**config.mk**
```make
export PLATFORM = sky130hd
export DESIGN_NAME = mano_control_sequencer
export DESIGN_NICKNAME = d
export VERILOG_FILES = /design/src/rtl/mano_pkg.sv /design/src/rtl/mano_sequence_counter.sv /design/src/rtl/mano_control_sequencer.sv
export SDC_FILE = /design/constraint.sdc
export NUM_CORES = 1
export LEC_CHECK = 0
export CORE_AREA = 4 4 49 51
export CTS_CLUSTER_DIAMETER = 200
export DETAILED_ROUTE_END_ITERATION = 12
export DIE_AREA = 0 0 53 55
export GPL_TIMING_DRIVEN = 0
export PLACE_DENSITY = 0.76
export SLEW_MARGIN = 40
export SYNTH_ARGS = -nofsm -noshare
export SYNTH_HDL_FRONTEND = slang
export SYNTH_SLANG_ARGS = --single-unit
```
**constraint.sdc**
```tcl
create_clock -name clk -period 3.2 [get_ports clk]
set_clock_uncertainty 0.15 [all_clocks]
set_input_delay 0.64 -clock clk [delete_from_list [all_inputs] [get_ports clk]]
set_output_delay 0.64 -clock clk [all_outputs]
set_load 0.03 [all_outputs]
```
**src/rtl/mano_pkg.sv**
```systemverilog
// ============================================================================
// mano_pkg -- shared constants for the Mano basic computer control path
// Revision: 1.0
// ============================================================================
`default_nettype none

package mano_pkg;

    localparam int T0 = 0;
    localparam int T1 = 1;
    localparam int T2 = 2;
    localparam int T3 = 3;
    localparam int T4 = 4;
    localparam int T5 = 5;
    localparam int T6 = 6;
    localparam int T7 = 7;

    localparam int OP_AND = 0;
    localparam int OP_ADD = 1;
    localparam int OP_LDA = 2;
    localparam int OP_STA = 3;
    localparam int OP_BUN = 4;
    localparam int OP_BSA = 5;
    localparam int OP_ISZ = 6;
    localparam int OP_REG = 7;

    localparam int RR_CLA = 3;
    localparam int RR_CMA = 2;
    localparam int RR_INC = 1;
    localparam int RR_HLT = 0;

    typedef enum logic [0:0] {
        ST_RUN  = 1'b0,
        ST_HALT = 1'b1
    } run_state_t;

    function automatic logic is_onehot8(input logic [7:0] v);
        return (v != 8'h00) && ((v & (v - 8'h01)) == 8'h00);
    endfunction

endpackage

`default_nettype wire

```
**src/rtl/mano_sequence_counter.sv**
```systemverilog
// ============================================================================
// mano_sequence_counter -- SC register (clear/increment/hold) with one-hot decode
// Revision: 1.0
// ============================================================================
`default_nettype none

module mano_sequence_counter #(
    parameter int SC_WIDTH = 3
) (
    input  logic                     clk,
    input  logic                     rst_n,
    input  logic                     clr,
    input  logic                     inc,
    output logic [SC_WIDTH-1:0]      sc,
    output logic [2**SC_WIDTH-1:0]   t_dec
);

    logic [SC_WIDTH-1:0] sc_q;
    logic [SC_WIDTH-1:0] sc_d;

    // Clear dominates increment so "SC<-0" always ends an instruction.
    always_comb begin
        sc_d = sc_q;
        if (clr) begin
            sc_d = '0;
        end else if (inc) begin
            sc_d = sc_q + 1'b1;
        end
    end

    always_ff @(posedge clk or negedge rst_n) begin
        if (!rst_n) begin
            sc_q <= '0;
        end else begin
            sc_q <= sc_d;
        end
    end

    assign sc = sc_q;

    always_comb begin
        t_dec        = '0;
        t_dec[sc_q]  = 1'b1;
    end

endmodule

`default_nettype wire

```
**src/rtl/mano_control_sequencer.sv**
```systemverilog
// ============================================================================
// mano_control_sequencer -- timing/control unit: T states, micro-op strobes, run/halt
// Revision: 1.0
// ============================================================================
`default_nettype none

module mano_control_sequencer
    import mano_pkg::*;
#(
    parameter int SC_WIDTH = 3
) (
    input  logic                    clk,
    input  logic                    rst_n,
    input  logic                    start,
    input  logic [7:0]              d,
    input  logic                    i_bit,
    input  logic [3:0]              addr,
    input  logic                    dr_zero,
    output logic [2**SC_WIDTH-1:0]  t,
    output logic                    halted,
    output logic                    ar_ld_pc,
    output logic                    pc_inc,
    output logic                    ar_ld_mem,
    output logic                    ar_inc,
    output logic                    dr_ld_mem,
    output logic                    dr_inc,
    output logic                    ac_and,
    output logic                    ac_add,
    output logic                    ac_ld_dr,
    output logic                    mem_wr_ac,
    output logic                    mem_wr_pc,
    output logic                    mem_wr_dr,
    output logic                    pc_ld_ar,
    output logic                    ac_clr,
    output logic                    ac_cmp,
    output logic                    ac_inc
);

    run_state_t                state_q;
    run_state_t                state_d;
    logic [SC_WIDTH-1:0]       w_sc;
    logic [2**SC_WIDTH-1:0]    w_t_dec;
    logic                      w_sc_clr;
    logic                      w_sc_inc;
    logic [7:0]                w_op;

    mano_sequence_counter #(
        .SC_WIDTH (SC_WIDTH)
    ) u_sc (
        .clk   (clk),
        .rst_n (rst_n),
        .clr   (w_sc_clr),
        .inc   (w_sc_inc),
        .sc    (w_sc),
        .t_dec (w_t_dec)
    );

    // A malformed opcode collapses to zero so it decodes as a no-op everywhere.
    assign w_op   = is_onehot8(d) ? d : 8'h00;
    assign halted = (state_q == ST_HALT);
    assign t      = halted ? '0 : w_t_dec;

    always_comb begin
        state_d   = state_q;
        w_sc_clr  = 1'b0;
        w_sc_inc  = 1'b0;
        ar_ld_pc  = 1'b0;
        pc_inc    = 1'b0;
        ar_ld_mem = 1'b0;
        ar_inc    = 1'b0;
        dr_ld_mem = 1'b0;
        dr_inc    = 1'b0;
        ac_and    = 1'b0;
        ac_add    = 1'b0;
        ac_ld_dr  = 1'b0;
        mem_wr_ac = 1'b0;
        mem_wr_pc = 1'b0;
        mem_wr_dr = 1'b0;
        pc_ld_ar  = 1'b0;
        ac_clr    = 1'b0;
        ac_cmp    = 1'b0;
        ac_inc    = 1'b0;

        if (state_q == ST_HALT) begin
            w_sc_clr = 1'b1;
            if (start) begin
                state_d = ST_RUN;
            end
        end else begin
            w_sc_inc = 1'b1;
            case (w_sc)
                SC_WIDTH'(T0): ar_ld_pc = 1'b1;
                SC_WIDTH'(T1): pc_inc   = 1'b1;
                SC_WIDTH'(T2): ;
                SC_WIDTH'(T3): begin
                    if (w_op == 8'h00 || w_op[OP_REG]) begin
                        w_sc_clr = 1'b1;
                    end
                    if (w_op[OP_REG] && !i_bit) begin
                        ac_clr = addr[RR_CLA];
                        ac_cmp = addr[RR_CMA];
                        ac_inc = addr[RR_INC];
                        if (addr[RR_HLT]) begin
                            state_d = ST_HALT;
                        end
                    end else if (w_op != 8'h00 && !w_op[OP_REG]) begin
                        ar_ld_mem = i_bit;
                    end
                end
                SC_WIDTH'(T4): begin
                    dr_ld_mem = w_op[OP_AND] | w_op[OP_ADD] | w_op[OP_LDA] | w_op[OP_ISZ];
                    mem_wr_ac = w_op[OP_STA];
                    pc_ld_ar  = w_op[OP_BUN];
                    mem_wr_pc = w_op[OP_BSA];
                    ar_inc    = w_op[OP_BSA];
                    w_sc_clr  = !(dr_ld_mem | w_op[OP_BSA]);
                end
                SC_WIDTH'(T5): begin
                    ac_and   = w_op[OP_AND];
                    ac_add   = w_op[OP_ADD];
                    ac_ld_dr = w_op[OP_LDA];
                    pc_ld_ar = w_op[OP_BSA];
                    dr_inc   = w_op[OP_ISZ];
                    w_sc_clr = !w_op[OP_ISZ];
                end
                SC_WIDTH'(T6): begin
                    mem_wr_dr = w_op[OP_ISZ];
                    pc_inc    = w_op[OP_ISZ] & dr_zero;
                    w_sc_clr  = 1'b1;
                end
                // T7 and any wider unused count are dead states: recover to T0.
                default: w_sc_clr = 1'b1;
            endcase
        end
    end

    always_ff @(posedge clk or negedge rst_n) begin
        if (!rst_n) begin
            state_q <= ST_HALT;
        end else begin
            state_q <= state_d;
        end
    end

endmodule

`default_nettype wire

```
After elaboration in Yosys (flattened, before gate mapping) --
Cells that the tools add are included. W data, S select, Z words.
Storage, ports and cells: logic and storage cells 83, flip-flop bits (word level) 4, input port bits 17
Operators by class: bitwise operators 6, $add $sub $neg 2, magnitude comparators 2, reductions and logical operators 15, multiplexer cells 49, equality and inequality tests 7
Operators by type and width (count):
- $mux W1 | 41
- $logic_not A8 Y1 | 2
- $mux W8 | 2
- $reduce_bool A8 Y1 | 2
- $eq A3 B3 Y1 const B | 3
- $and A8 B8 Y8 | 1
- $sub A8 B1 Y8 const B | 1
- $eq A3 B2 Y1 const B | 2
- $mux W3 | 2
- $logic_and A1 B1 Y1 | 4
- $logic_not A1 Y1 | 4
- $lt A3 B4 Y1 const B | 1
- $or A1 B1 Y1 | 4
- $pmux W1 S2 | 2
- $pmux W1 S4 | 1
- $add A3 B1 Y3 const B | 1
- $demux W1 S3 | 1
- $eq A3 B1 Y1 const B | 1
- $ge A3 B1 Y1 const B | 1
- $logic_not A3 Y1 | 1
- $reduce_or A3 Y1 | 1
- $ne A2 B1 Y1 const B | 1
- $and A1 B1 Y1 | 1
- $logic_or A1 B1 Y1 | 1

Depth between registers and ports, before layout --
depth after elaboration 13, mapped depth 7, gate-level depth less buffers 6

By module --
From an unflattened synthesis, not the netlist that was laid out.
Second synthesis, totals: cells, all modules 102, area total of the unflattened synthesis 760.7 sq um
Modules (own cells, without submodules):
- mano_control_sequencer | seq. area each 26.3 sq um, instances 1, area an instance 544.3 sq um, cells an instance 80
- mano_sequence_counter | seq. area each 75.1 sq um, instances 1, area an instance 216.5 sq um, cells an instance 22

Worst setup path before layout --
OpenSTA, ideal clock, no wires.
kind input -> output, from input d[2], to output ac_and, setup slack -0.197 ns, data arrival time 2.607 ns, path buffers 1, cell stages on the path 5, cells stage by stage or4_1 a21oi_1 a21oi_2 buf_6 nor4bb_1
Between the ends: longest elaborated chain between the ends 7
Ends and longest elaborated chain:
- from (decl) | RTL line mano_control_sequencer.sv:15 | input logic [7:0] d,
- $sub A8 B1 Y8 | RTL line mano_pkg.sv:38 | return (v != 8'h00) && ((v & (v - 8'h01)) == 8'h00);
- $and A8 B8 Y8 | RTL line mano_pkg.sv:38
- $logic_not A8 Y1 | RTL line mano_pkg.sv:38
- $logic_and A1 B1 Y1 * | RTL line mano_pkg.sv:38
- $mux W8 * | RTL line mano_control_sequencer.sv:59 | assign w_op = is_onehot8(d) ? d : 8'h00;
- $mux W1 * | RTL line mano_control_sequencer.sv:91 | case (w_sc)
- $mux W1 * | RTL line mano_control_sequencer.sv:84 | if (state_q == ST_HALT) begin
- to (decl) | RTL line mano_control_sequencer.sv:27 | output logic ac_and,
Mark *: on every way between the ends. The rest lies on a longest branch, timed or not.

Final worst setup path --
from input d[3], to output mem_wr_pc
Between the ends: longest elaborated chain between the ends 7
Ends and longest elaborated chain:
- $sub A8 B1 Y8 | RTL line mano_pkg.sv:38
- $and A8 B8 Y8 | RTL line mano_pkg.sv:38
- $logic_not A8 Y1 | RTL line mano_pkg.sv:38
- $logic_and A1 B1 Y1 * | RTL line mano_pkg.sv:38
- $mux W8 * | RTL line mano_control_sequencer.sv:59
- $mux W1 * | RTL line mano_control_sequencer.sv:91
- $mux W1 * | RTL line mano_control_sequencer.sv:84
- to (decl) | RTL line mano_control_sequencer.sv:31 | output logic mem_wr_pc,
Marks and branches as above.

==> metrics.md <==
| Metric | Value |
|---|---|
| Biggest cell delay along the critical path | 0.56 ns |
| RD Place Congestion | 0.765 |
| Total power | around 0.67 mW |
| Clock Path Buffers | 2 |
| Antenna Nets Post-Route | 0 |
| Initial DRT Pass Iterations | 4 |
| Largest delay share family, worst path | simple AND/OR/NAND/NOR gates |
| Synth Register Bits | 4 |
| Ports | 42 |
| Die X | about 53 microns |
| CTS tree | yes |
| Worst endpoint data arrival time | 2.30 ns |
| Power Density | 583 mW/mm^2 |
| Kind of critical path | input pin to output port |
| Worst setup EP type | output port |
| Vias in the first global route | 851 |
| Slew margin rel. | 0.701 |
| Nets | around 160 |
| Synthesized area per cell | between 8 and 9 sq um |
| Slew @ Worst Pin | between 0.4 and 0.5 ns |
| Total track usage | 0.166 |
| Site Rows | 16 |
| H-Tree Depth | 1 |
| Top_reg_cell synth | dfrtp_1 |
| CTS buffer count | 3 |
| Remaining DRCs | 0 |
| Period utilisation layout | 0.964 |
| Post-Syn Area | 693 sq um |
| Tightest Hold Check Type | input pin to asynchronous set/reset pin |
| # fillers | ~190 |
| Antenna cells | 0 |
| Unrepaired setup endpoints after global routing | false |
| Leak | roughly 0.46 nW |
| Setup Total Neg Slack | 0 ns |
| Crit path time final | between 3 and 4 ns |
| Most Frequent Cell on Critical Path | buf_4 |
| Vias/cell | between 5 and 6 |
| Top post-synthesis cells by count | 11 x nand2_1, 9 x nor3_1, 6 x nor2_1, 5 x ha_1, 5 x inv_1 |
| CP cell instances | buf_2 > or4_4 > a21oi_4 > a21oi_2 > buf_6 > and4bb_2 > buf_4 > buf_4 |
| Layout Utilization | 0.595 |
| Worst Reg2Reg Path Length in Cells | 7 |
| WL final | between 2000 and 2500 microns |
| Fmax | approximately 320 MHz |
| Overflow after GRT | 0 |
| Core footprint | roughly 0.0019 sq mm |
| Endpoints failing setup | 0 |
| Sequential fraction of the synthesis area | 0.146 |
| Outcome | complete, no violations |
| FF-to-FF Start | u_sc.sc[2]$_DFFE_PN0P_ |
| Initial antenna violation count | 0 |
| Share of layout cells above drive strength 1 | 0.308 |
| Sink Count | 4 |
| Slew Viols, Final | 0 |
| Worst reg-to-reg setup slack | 0.88 ns |
| Hpwl dp | approximately 1800 microns |
| Post-synth EDFFs | 0 |
| Top cells by area, synth | dfrtp_1 11%, ha_1 9.0%, nor3_1 6.5% |
| WP depth | 8 |
| Clock transition at the registers of the reported paths | 0.04 ns |
| P&R area growth vs syn | 66.6% |
| Die area | 0.00292 sq mm |
| Post-Synthesis Cells | 86 |
| Starting density of the core | 0.357 |
| DP Worst Slack | -0.887 ns |
| CP Data Required Time | around 2.4 ns |
| Cell with the most instances after synthesis | nand2_1 |
| Root buf cell | clkbuf_4 |
| Die height | about 55 microns |
| Crit path from | d[3] |
| DRT iter0 DRCs | 8 |
| Final-report hold violation count | 0 |
| RR Endpoint | u_sc.sc[0]$_DFFE_PN0P_ |
| Area leader, netlist | dfrtp_1 |
| Critical Path End | mem_wr_pc |
| Port Buf Inserts | 40 |
| Highest-delay cell along the critical path | or4_4 |
| Hold WS | around 0.44 ns |
| Yosys warns | 0 |
| Number of library cell types mapped by synthesis | 40 |
| Synth top area share | 0.108 |
| Worst setup SP type | input pin |
| Worst path bufs/invs | 4 |
| Pin count of the biggest net entering global routing | 11 |
| Worst-Skew Late Latency | 0.24 ns |
| Syn Nets | approximately 110 |
| Critical path fanouts, max | 10 |
| Via Count | 888 |
| Peak supply drop | around 630 uV |
| MaxCap Viol Count | 0 |
| Final worst setup slack | 0.114 ns |
| Fraction of registers with async set or reset after synthesis | 1.00 |
| WL per Instance | ~15 microns |
| First-pass GRT wire length | approximately 3700 microns |
-- power breakdown --
group	internal (mW)	total, mW	leakage, nW	switching [mW]
registers	0.0690	0.0967	0.0491	0.0277
clock network	0.0470	0.0703	0.0150	0.0233
logic	0.208	0.506	0.397	0.298
total	0.324	0.673	0.461	0.349
-- metrics by stage --
stage	cell area, sq um	std cells
after detailed placement	1130	153
after global placement	1130	153
after global routing	1150	160
after floorplan	693	86
final	1150	160
after CTS	1150	158
-- placed cells by master (no fill, tap or decap), drive strengths merged, types with 3 or more instances in the layout --
cell and n:
and4bb 3, ha 5, nor4bb 3, or4 3, clkdlybuf4s50 18, nor2 6
inv 5, nor3 9, buf 16, clkbuf 10, nor4 4, a2111oi 3
a21oi 3, dfrtp 3, and2 3, nand2 11, clkdlybuf4s15 5
-- flip-flops by register name, summed over array words and instances (netlist names) --
| register | cells |
|---|---|
| halted | 1 |
| u_sc.sc | 3 |
-- worst reg2reg max path, cell delays in order, from the launching register on --
cell,delay (ns)
dfrtp_1,0.37
clkbuf_1,0.23
inv_1,0.20
ha_1,0.25
a21o_1,0.18
a211oi_1,0.06
a311o_1,0.37
a2111oi_2,0.38
-- per-layer routing --
| metal | up-vias | track usage | part of all wire |
|---|---|---|---|
| met5 | - | 0 | 0 |
| met4 | 0 | 0.0340 | 0 |
| met3 | 0 | 0.0295 | 0.048 |
| met2 | 29 | 0.295 | 0.52 |
| met1 | 429 | 0.209 | 0.43 |
| li1 | 430 | - | - |
-- what timing repair did --
action                                  in CTS  in global routing
endpoints found under the setup margin      15                 13
hold buffers                                 0                  0
gates resized for setup                     79                 18
pin swaps                                    0                  3
buffers inserted                             1                  2
-- worst min path at each step --
stage	start	cells past startpoint	to
floorplan	rst_n	0	u_sc.sc[0]$_DFFE_PN0P_
global placement	u_sc.sc[0]$_DFFE_PN0P_	1	u_sc.sc[0]$_DFFE_PN0P_
detailed placement	u_sc.sc[0]$_DFFE_PN0P_	1	u_sc.sc[0]$_DFFE_PN0P_
CTS	rst_n	1	u_sc.sc[2]$_DFFE_PN0P_
global route	rst_n	1	u_sc.sc[0]$_DFFE_PN0P_
finish	rst_n	1	u_sc.sc[2]$_DFFE_PN0P_
-- kinds of logic after synthesis --
logic type                 count (synthesis)  synth area share
AOI/OAI and AO/OA                         18             0.226
xor gates and xnor gates                   1            0.0126
adders and majority gates                  6             0.105
buffers and inverters                     10            0.0722
DFF                                        4             0.146
and+or+nand+nor                           47             0.439
-- cell type report --
type                       instances  area (sq um)  area share
buffer                             5          31.3      0.0271
inverter                           5          18.8      0.0163
tap                               27          33.8      0.0293
sequential                         4           101      0.0878
clock buffer                       4          26.3      0.0228
multi-input combinational         72           577       0.499
timing repair buffer              43           367       0.317
(Power assumes the default switching activity.)
